## src/rtl/guess_game_ctrl.sv

```systemverilog
// Number-guessing game controller: draws a secret target from an LFSR stream by rejection sampling, then scores player guesses.
// Optional best-score tracking is compiled in when BEST_SCORE_EN is defined.
module guess_game_ctrl #(
    parameter int MAX_VAL   = 99,
    parameter int MAX_TRIES = 7,
    parameter int TRY_W     = 4
) (
    input  logic             clk,
    input  logic             reset,
    input  logic [7:0]       prn,
    output logic             prng_enable,
    input  logic             new_game,
    input  logic             submit,
    input  logic [7:0]       guess,
    output logic             too_high,
    output logic             too_low,
    output logic             win,
    output logic             lose,
    output logic             invalid,
    output logic [TRY_W-1:0] tries,
    output logic [7:0]       disp_val,
    output logic [TRY_W-1:0] best_score
);

    localparam logic [1:0] S_IDLE = 2'd0;
    localparam logic [1:0] S_DRAW = 2'd1;
    localparam logic [1:0] S_PLAY = 2'd2;
    localparam logic [1:0] S_DONE = 2'd3;

    localparam logic [7:0]       MAX_VAL_B   = 8'(MAX_VAL);
    localparam logic [TRY_W-1:0] MAX_TRIES_T = TRY_W'(MAX_TRIES);

    logic [1:0]       state_q, state_d;
    logic [7:0]       target_q, target_d;
    logic [TRY_W-1:0] tries_q, tries_d;
    logic             too_high_q, too_high_d;
    logic             too_low_q, too_low_d;
    logic             win_q, win_d;
    logic             lose_q, lose_d;
    logic             invalid_q, invalid_d;
    logic [7:0]       disp_val_q, disp_val_d;
    logic             prng_enable_q, prng_enable_d;
    logic             new_game_hist_q, new_game_hist_d;
    logic             submit_hist_q, submit_hist_d;
    logic             new_edge_s;
    logic             sub_edge_s;
    logic [TRY_W-1:0] tries_inc_s;
`ifdef BEST_SCORE_EN
    logic [TRY_W-1:0] best_score_q, best_score_d;
`endif

    // Next-state, flag and display computation
    always_comb begin
        new_game_hist_d = new_game;
        submit_hist_d   = submit;
        new_edge_s      = new_game & ~new_game_hist_q;
        sub_edge_s      = submit & ~submit_hist_q;
        tries_inc_s     = tries_q + TRY_W'(1);
        state_d         = state_q;
        target_d        = target_q;
        tries_d         = tries_q;
        too_high_d      = too_high_q;
        too_low_d       = too_low_q;
        win_d           = win_q;
        lose_d          = lose_q;
        invalid_d       = invalid_q;

        case (state_q)
            S_IDLE: begin
                if (new_edge_s) begin
                    state_d = S_DRAW;
                end else begin
                    state_d = S_IDLE;
                end
            end
            S_DRAW: begin
                // Out-of-range samples are discarded rather than folded, keeping the draw uniform
                if (prn <= MAX_VAL_B) begin
                    target_d   = prn;
                    tries_d    = {TRY_W{1'b0}};
                    too_high_d = 1'b0;
                    too_low_d  = 1'b0;
                    win_d      = 1'b0;
                    lose_d     = 1'b0;
                    invalid_d  = 1'b0;
                    state_d    = S_PLAY;
                end else begin
                    state_d = S_DRAW;
                end
            end
            S_PLAY: begin
                if (new_edge_s) begin
                    state_d = S_DRAW;
                end else if (sub_edge_s) begin
                    if (guess > MAX_VAL_B) begin
                        invalid_d  = 1'b1;
                        too_high_d = 1'b0;
                        too_low_d  = 1'b0;
                    end else begin
                        invalid_d = 1'b0;
                        tries_d   = tries_inc_s;
                        if (guess == target_q) begin
                            win_d      = 1'b1;
                            too_high_d = 1'b0;
                            too_low_d  = 1'b0;
                            state_d    = S_DONE;
                        end else if (tries_inc_s == MAX_TRIES_T) begin
                            lose_d     = 1'b1;
                            too_high_d = 1'b0;
                            too_low_d  = 1'b0;
                            state_d    = S_DONE;
                        end else begin
                            too_high_d = (guess > target_q);
                            too_low_d  = (guess < target_q);
                        end
                    end
                end else begin
                    state_d = S_PLAY;
                end
            end
            S_DONE: begin
                if (new_edge_s) begin
                    state_d = S_DRAW;
                end else begin
                    state_d = S_DONE;
                end
            end
            default: begin
                state_d = S_IDLE;
            end
        endcase

        prng_enable_d = (state_d == S_DRAW);
        case (state_d)
            S_PLAY:  disp_val_d = guess;
            S_DONE:  disp_val_d = target_d;
            default: disp_val_d = 8'd0;
        endcase
    end

`ifdef BEST_SCORE_EN
    // Best score only moves on the transition into a won round
    always_comb begin
        best_score_d = best_score_q;
        if ((state_q == S_PLAY) && (state_d == S_DONE) && win_d &&
            ((best_score_q == {TRY_W{1'b0}}) || (tries_d < best_score_q))) begin
            best_score_d = tries_d;
        end else begin
            best_score_d = best_score_q;
        end
    end

    // Best score register, cleared only by reset
    always_ff @(posedge clk) begin
        if (reset) begin
            best_score_q <= {TRY_W{1'b0}};
        end else begin
            best_score_q <= best_score_d;
        end
    end

    assign best_score = best_score_q;
`else
    assign best_score = {TRY_W{1'b0}};
`endif

    // State, datapath and output registers
    always_ff @(posedge clk) begin
        if (reset) begin
            state_q         <= S_IDLE;
            target_q        <= 8'd0;
            tries_q         <= {TRY_W{1'b0}};
            too_high_q      <= 1'b0;
            too_low_q       <= 1'b0;
            win_q           <= 1'b0;
            lose_q          <= 1'b0;
            invalid_q       <= 1'b0;
            disp_val_q      <= 8'd0;
            prng_enable_q   <= 1'b0;
            new_game_hist_q <= 1'b0;
            submit_hist_q   <= 1'b0;
        end else begin
            state_q         <= state_d;
            target_q        <= target_d;
            tries_q         <= tries_d;
            too_high_q      <= too_high_d;
            too_low_q       <= too_low_d;
            win_q           <= win_d;
            lose_q          <= lose_d;
            invalid_q       <= invalid_d;
            disp_val_q      <= disp_val_d;
            prng_enable_q   <= prng_enable_d;
            new_game_hist_q <= new_game_hist_d;
            submit_hist_q   <= submit_hist_d;
        end
    end

    assign prng_enable = prng_enable_q;
    assign too_high    = too_high_q;
    assign too_low     = too_low_q;
    assign win         = win_q;
    assign lose        = lose_q;
    assign invalid     = invalid_q;
    assign tries       = tries_q;
    assign disp_val    = disp_val_q;

endmodule

```

## config.mk

```make
export PLATFORM = sky130hd
export DESIGN_NAME = guess_game_ctrl
export DESIGN_NICKNAME = d
export VERILOG_FILES = /design/src/rtl/guess_game_ctrl.sv
export SDC_FILE = /design/constraint.sdc
export NUM_CORES = 1
export LEC_CHECK = 0
export BUFFER_PORTS_ARGS = -buffer_cell sky130_fd_sc_hd__buf_2
export CORE_UTILIZATION = 48
export DETAILED_ROUTE_END_ITERATION = 7
export GPL_ROUTABILITY_DRIVEN = 0
export PLACE_DENSITY = 0.8
export SLEW_MARGIN = 10
export SYNTH_ARGS = -nofsm -noshare
export SYNTH_HDL_FRONTEND = slang
export SYNTH_SLANG_ARGS = --single-unit
```

## constraint.sdc

```tcl
create_clock -name clk -period 2.31 [get_ports clk]
set_input_delay 0.462 -clock clk [delete_from_list [all_inputs] [get_ports clk]]
set_output_delay 0.462 -clock clk [all_outputs]
set_load 0.1 [all_outputs]
```

# After elaboration in Yosys (flattened, before gate mapping)
# Cells that the tools add are included.
dict set report totals {
  out_inout_bits 22
  wordCells 87
  in_bits 20
  mem_count 0
  ramBits 0
  register_bits 30
  latch_bits 0
  rom_bits 0
}
dict set report classes {
  magnitude_cmp 4
  mux 45
  reduce_logical 6
  mul 0
  div 0
  eq_ne 15
  addsub 1
  n_shift 0
  bitwise_logic 4
}
# op n
set op_table {}
lappend op_table {{$mux W1} 24}
lappend op_table {{$mux W4} 4}
lappend op_table {{$mux W8} 2}
lappend op_table {{$pmux W8 S2} 1}
lappend op_table {{$mux W2} 7}
lappend op_table {{$ne A2 B2 Y1 const B} 7}
lappend op_table {{$pmux W1 S2} 5}
lappend op_table {{$eq A2 B2 Y1 const B} 4}
lappend op_table {{$eq A8 B8 Y1} 1}
lappend op_table {{$gt A8 B7 Y1 const B} 1}
lappend op_table {{$gt A8 B8 Y1} 1}
lappend op_table {{$le A8 B7 Y1 const B} 1}
lappend op_table {{$lt A8 B8 Y1} 1}
lappend op_table {{$pmux W2 S4} 1}
lappend op_table {{$pmux W4 S2} 1}
lappend op_table {{$reduce_and A7 Y1} 1}
lappend op_table {{$reduce_and A6 Y1} 1}
lappend op_table {{$reduce_and A5 Y1} 1}
lappend op_table {{$add A4 B1 Y4 const B} 1}
lappend op_table {{$eq A2 B1 Y1 const B} 2}
lappend op_table {{$eq A4 B3 Y1 const B} 1}
lappend op_table {{$reduce_and A4 Y1} 1}
lappend op_table {{$and A1 B1 Y1} 2}
lappend op_table {{$logic_not A2 Y1} 1}
lappend op_table {{2 further kinds} 3}

# Longest topological paths before layout
dict set report logic_depth {
  word_depth 10
  depth_mapped 9
  mapped_depth_nobuf 8
}

# Least setup slack after synthesis
# OpenSTA, ideal clock, no wires.
dict set report synth_timing {
  kind {flip-flop to flip-flop}
  startpoint {register tries_q[0] (netlist: tries[0])}
  endpoint {register disp_val_q[0] (netlist: disp_val[0])}
  path_slack_ns -0.633
  setup_time_ns 0.080
  required_time_ns 2.230
  period_less_slack_ns 2.943
  path_buffers 1
  stages_incl_launch_ff 10
  t_arrival_ns 2.863
  path_cell_list {dfxtp_1 inv_1 ha_1 and4_1 a32oi_1 o21ai_2 a2111o_1 buf_6 a211o_1 a211oi_2}
}
dict set report synth_via {
  elab_chain_cells 10
  elab_cells_between_ends 11
  classes_between {add/sub: 1; eq/ne: 3; mux: 7}
}
# element line
set synth_lines {}
lappend synth_lines {{start, declared} 35} ;# logic [TRY_W-1:0] tries_q, tries_d;
lappend synth_lines {{start signal, assigned} 172} ;# tries_q <= {TRY_W{1'b0}};
lappend synth_lines {{start signal, assigned} 185} ;# tries_q <= tries_d;
lappend synth_lines {{$add A4 B1 Y4 (*)} 58} ;# tries_inc_s = tries_q + TRY_W'(1);
lappend synth_lines {{$eq A4 B3 Y1 (*)} 107} ;# end else if (tries_inc_s == MAX_TRIES_T) begin
lappend synth_lines {{$mux W2 (*)} 107}
lappend synth_lines {{$mux W2 (*)} 102} ;# if (guess == target_q) begin
lappend synth_lines {{$mux W2 (*)} 95} ;# if (guess > MAX_VAL_B) begin
lappend synth_lines {{$mux W2 (*)} 94} ;# end else if (sub_edge_s) begin
lappend synth_lines {{$mux W2 (*)} 92} ;# if (new_edge_s) begin
lappend synth_lines {{$pmux W2 S4 (*)} 68} ;# case (state_q)
lappend synth_lines {{$eq A2 B2 Y1} 134} ;# case (state_d)
lappend synth_lines {{$pmux W8 S2 (*)} 134}
lappend synth_lines {{end signal, assigned} 191} ;# disp_val_q <= disp_val_d;
lappend synth_lines {{end, declared} 41} ;# logic [7:0] disp_val_q, disp_val_d;
# Every way passes the cells marked *; elsewhere a longest branch is shown, timed or not.
# A chain may end at the register's enable or synchronous reset.

# Worst setup path in the final report
dict set report layout_timing {
  startpoint {register target_q[5]}
  endpoint {register disp_val_q[4] (netlist: disp_val[4])}
}
dict set report layout_via {
  elab_chain_cells 8
  elab_cells_between_ends 9
  classes_between {eq/ne: 3; mux: 6}
}
# element line
set layout_lines {}
lappend layout_lines {{start, declared} 34} ;# logic [7:0] target_q, target_d;
lappend layout_lines {{start signal, assigned} 184} ;# target_q <= target_d;
lappend layout_lines {{$eq A8 B8 Y1 (*)} 102}
lappend layout_lines {{$mux W2 (*)} 102}
lappend layout_lines {{$mux W2 (*)} 95}
lappend layout_lines {{$mux W2 (*)} 94}
lappend layout_lines {{$mux W2 (*)} 92}
lappend layout_lines {{$pmux W2 S4 (*)} 68}
lappend layout_lines {{$eq A2 B2 Y1} 134}
lappend layout_lines {{$pmux W8 S2 (*)} 134}
# Marks and branches as above.

==> reports/metrics.cfg <==
[status]
status = complete, no violations

[sta]
skew_ps = 14.3
layout_min_cycle_time_ps = 2170
max_freq_ghz = 0.460
period_share = 0.941
rsz0062_at_grt = true
slew_headroom = 0.657
finalSetupViolCount = 0
hold_viol_final = 0
tightest_slew_ps = 514
finalMaxSlewViolations = 0

[pwr]
power_density_nw_per_um2 = 537
p_leak_nw = 0.995
peakVddDrop_v = 0.000314
power.total_mw = 1.20

[cts]
cts_buffers = 5
cts.clk_slew.worst_paths_ps = 100
root_buffer = clkbuf_4
clkLatencyLatePin_ps = 340
htree_levels = 2
hold_buffers = 0
cts_tree = built
cts.sinks = 30
cts_buffer_depth = 2

[final_layout]
finalInstanceArea_um2 = 2230
fin_util = 0.652
drive_gt1_frac = 0.353
final_cell_mix = buf_2, buf_4, dfxtp_1
fillCellCount = 308
multi_input_area_um2 = 1060
syn2layout_area_growth_pct = 26.5
antenna_cells = 0
stdcell_count = 304
seqCellArea_um2 = 613
nets = 291
final_common_cell = buf_2

[critical_path]
critPathTopFamily = compound AO/OA/AOI/OAI gates
cp.arrival_ps = 2400
end_kind = flop
critical_path_buf_inv_count = 3
critical_path_class = flop to flop
worstPathRequired_ps = 2530
crit_fanout = 6
critPathLaunchType = flop
cp_common_cell = buf_4
path_cells = inv_1 -> ha_1 -> and4_1 -> a32oi_1 -> o21ai_2 -> buf_4 -> a211o_1 -> a21oi_2 -> buf_4 -> a211oi_1
slowest_delay_ps = 350
slowest_stage = dfxtp_2

[placed_design]
port_buffers = 37
post-place-cells = 295
dp_hpwl_um = 3140
place_area_um2 = 2150

[yosys]
ys_warn_count = 0
seq_area_frac_synth = 0.341
synth_cells = 197
synth_edf_count = 0
synthFlopType = dfxtp_1
async_flop_share = 0
syn_avg_cell_area_um2 = 8.93
synth_seq_cells = 30
syn_area_um2 = 1760
synth_cell_types = 49

[route]
wl_per_cell_um = 13.5
drt-total-wl_um = 4100
ant_nets = 0
drt_iter0_drc = 110
via_per_inst = 5.38
remaining_drc_errors = 0
first_pass_iters = 4
vias = 1634

[floorplanning]
core_area_um2 = 3420
ios = 42
fp-row-count = 21
die_w_um = 62.5
die_area_um2 = 3910
initial_core_util = 0.515
die_y_um = 62.5

[worst_hold_path]
hold_path.class = input pin to flop

[global_routing]
antenna_found_initial = 0
grt_pass1_wl_um = 7010
grt_pass1_vias = 1562
grt_max_degree = 29
overflow = 0
gr-usage-all-layers = 0.227

[run]
drv_cap = 0

worst paths after layout:
check,startpoint,end,slack (ps),depth (start not counted)
worst min-delay path,submit,submit_hist_q,350,2
worst min register to register,lose,lose,470,1
worst max register to register,target_q[5],disp_val[4],140,10
worst max-delay path,target_q[5],disp_val[4],140,10
final cells by class:
| class | instances | share of cell area |
|---|---|---|
| multi-input combinational | 143 | 0.477 |
| inverter | 15 | 0.0253 |
| timing repair buffer | 62 | 0.168 |
| sequential | 30 | 0.275 |
| clock buffer | 6 | 0.0230 |
| clock inverter | 2 | 0.00562 |
| tap | 46 | 0.0259 |
what timing repair did:
| action | 4_1_cts | 5_1_grt |
|---|---|---|
| buffers inserted | 0 | 1 |
| endpoints found under the setup margin | 0 | 10 |
| resized for setup | 0 | 4 |
per-stage QoR:
step	setup slack, ps	hold slack [ps]	setup TNS, ps
floorplan	1.14	483	0
global placement	-127	444	-383
detailed placement	-121	453	-836
CTS	35.0	330	0
global route	-12.6	343	-14.5
finish	136	346	0
cell usage after synthesis (3+ instances only):
cell / n / area share
dfxtp_1: 30 / 0.34
inv_1: 15 / 0.032
ha_1: 14 / 0.10
nand3_1: 14 / 0.040
nor2_1: 14 / 0.030
nor2b_1: 11 / 0.039
o21ai_0: 10 / 0.028
a21oi_1: 9 / 0.026
a211oi_1: 7 / 0.030
mux2i_1: 7 / 0.040
nand2b_1: 6 / 0.021
clkbuf_1: 5 / 0.011
nand2_1: 5 / 0.011
a21o_1: 4 / 0.017
buf_4: 4 / 0.017
nor3_1: 3 / 0.0085
power breakdown:
part | internal (mW) | switching (mW) | leakage, nW
combinational | 0.111 | 0.206 | 0.714
sequential | 0.533 | 0.0133 | 0.247
clock | 0.146 | 0.187 | 0.0343
total | 0.789 | 0.406 | 0.995
metal layers:
layer	track usage	share of wire	vias up
met5	0	0	-
met4	0.0756	0.016	0
met3	0.0620	0.058	7
met2	0.376	0.46	54
met1	0.283	0.46	753
li1	-	-	820
cell families after synthesis:
kind of cell	synth area share
fa+ha+maj	0.0996
xor+xnor	0.00498
buf+inv	0.0754
other cells	0.00213
compound gates	0.240
mux	0.0398
simple gates	0.196
flops	0.341
registers in the layout, indices dropped and copies added (netlist names):
name / count
disp_val: 8
target_q: 8
tries: 4
state_q: 2
invalid: 1
lose: 1
new_game_hist_q: 1
prng_enable: 1
submit_hist_q: 1
too_high: 1
too_low: 1
win: 1
Power figures use the tool's default switching activity.
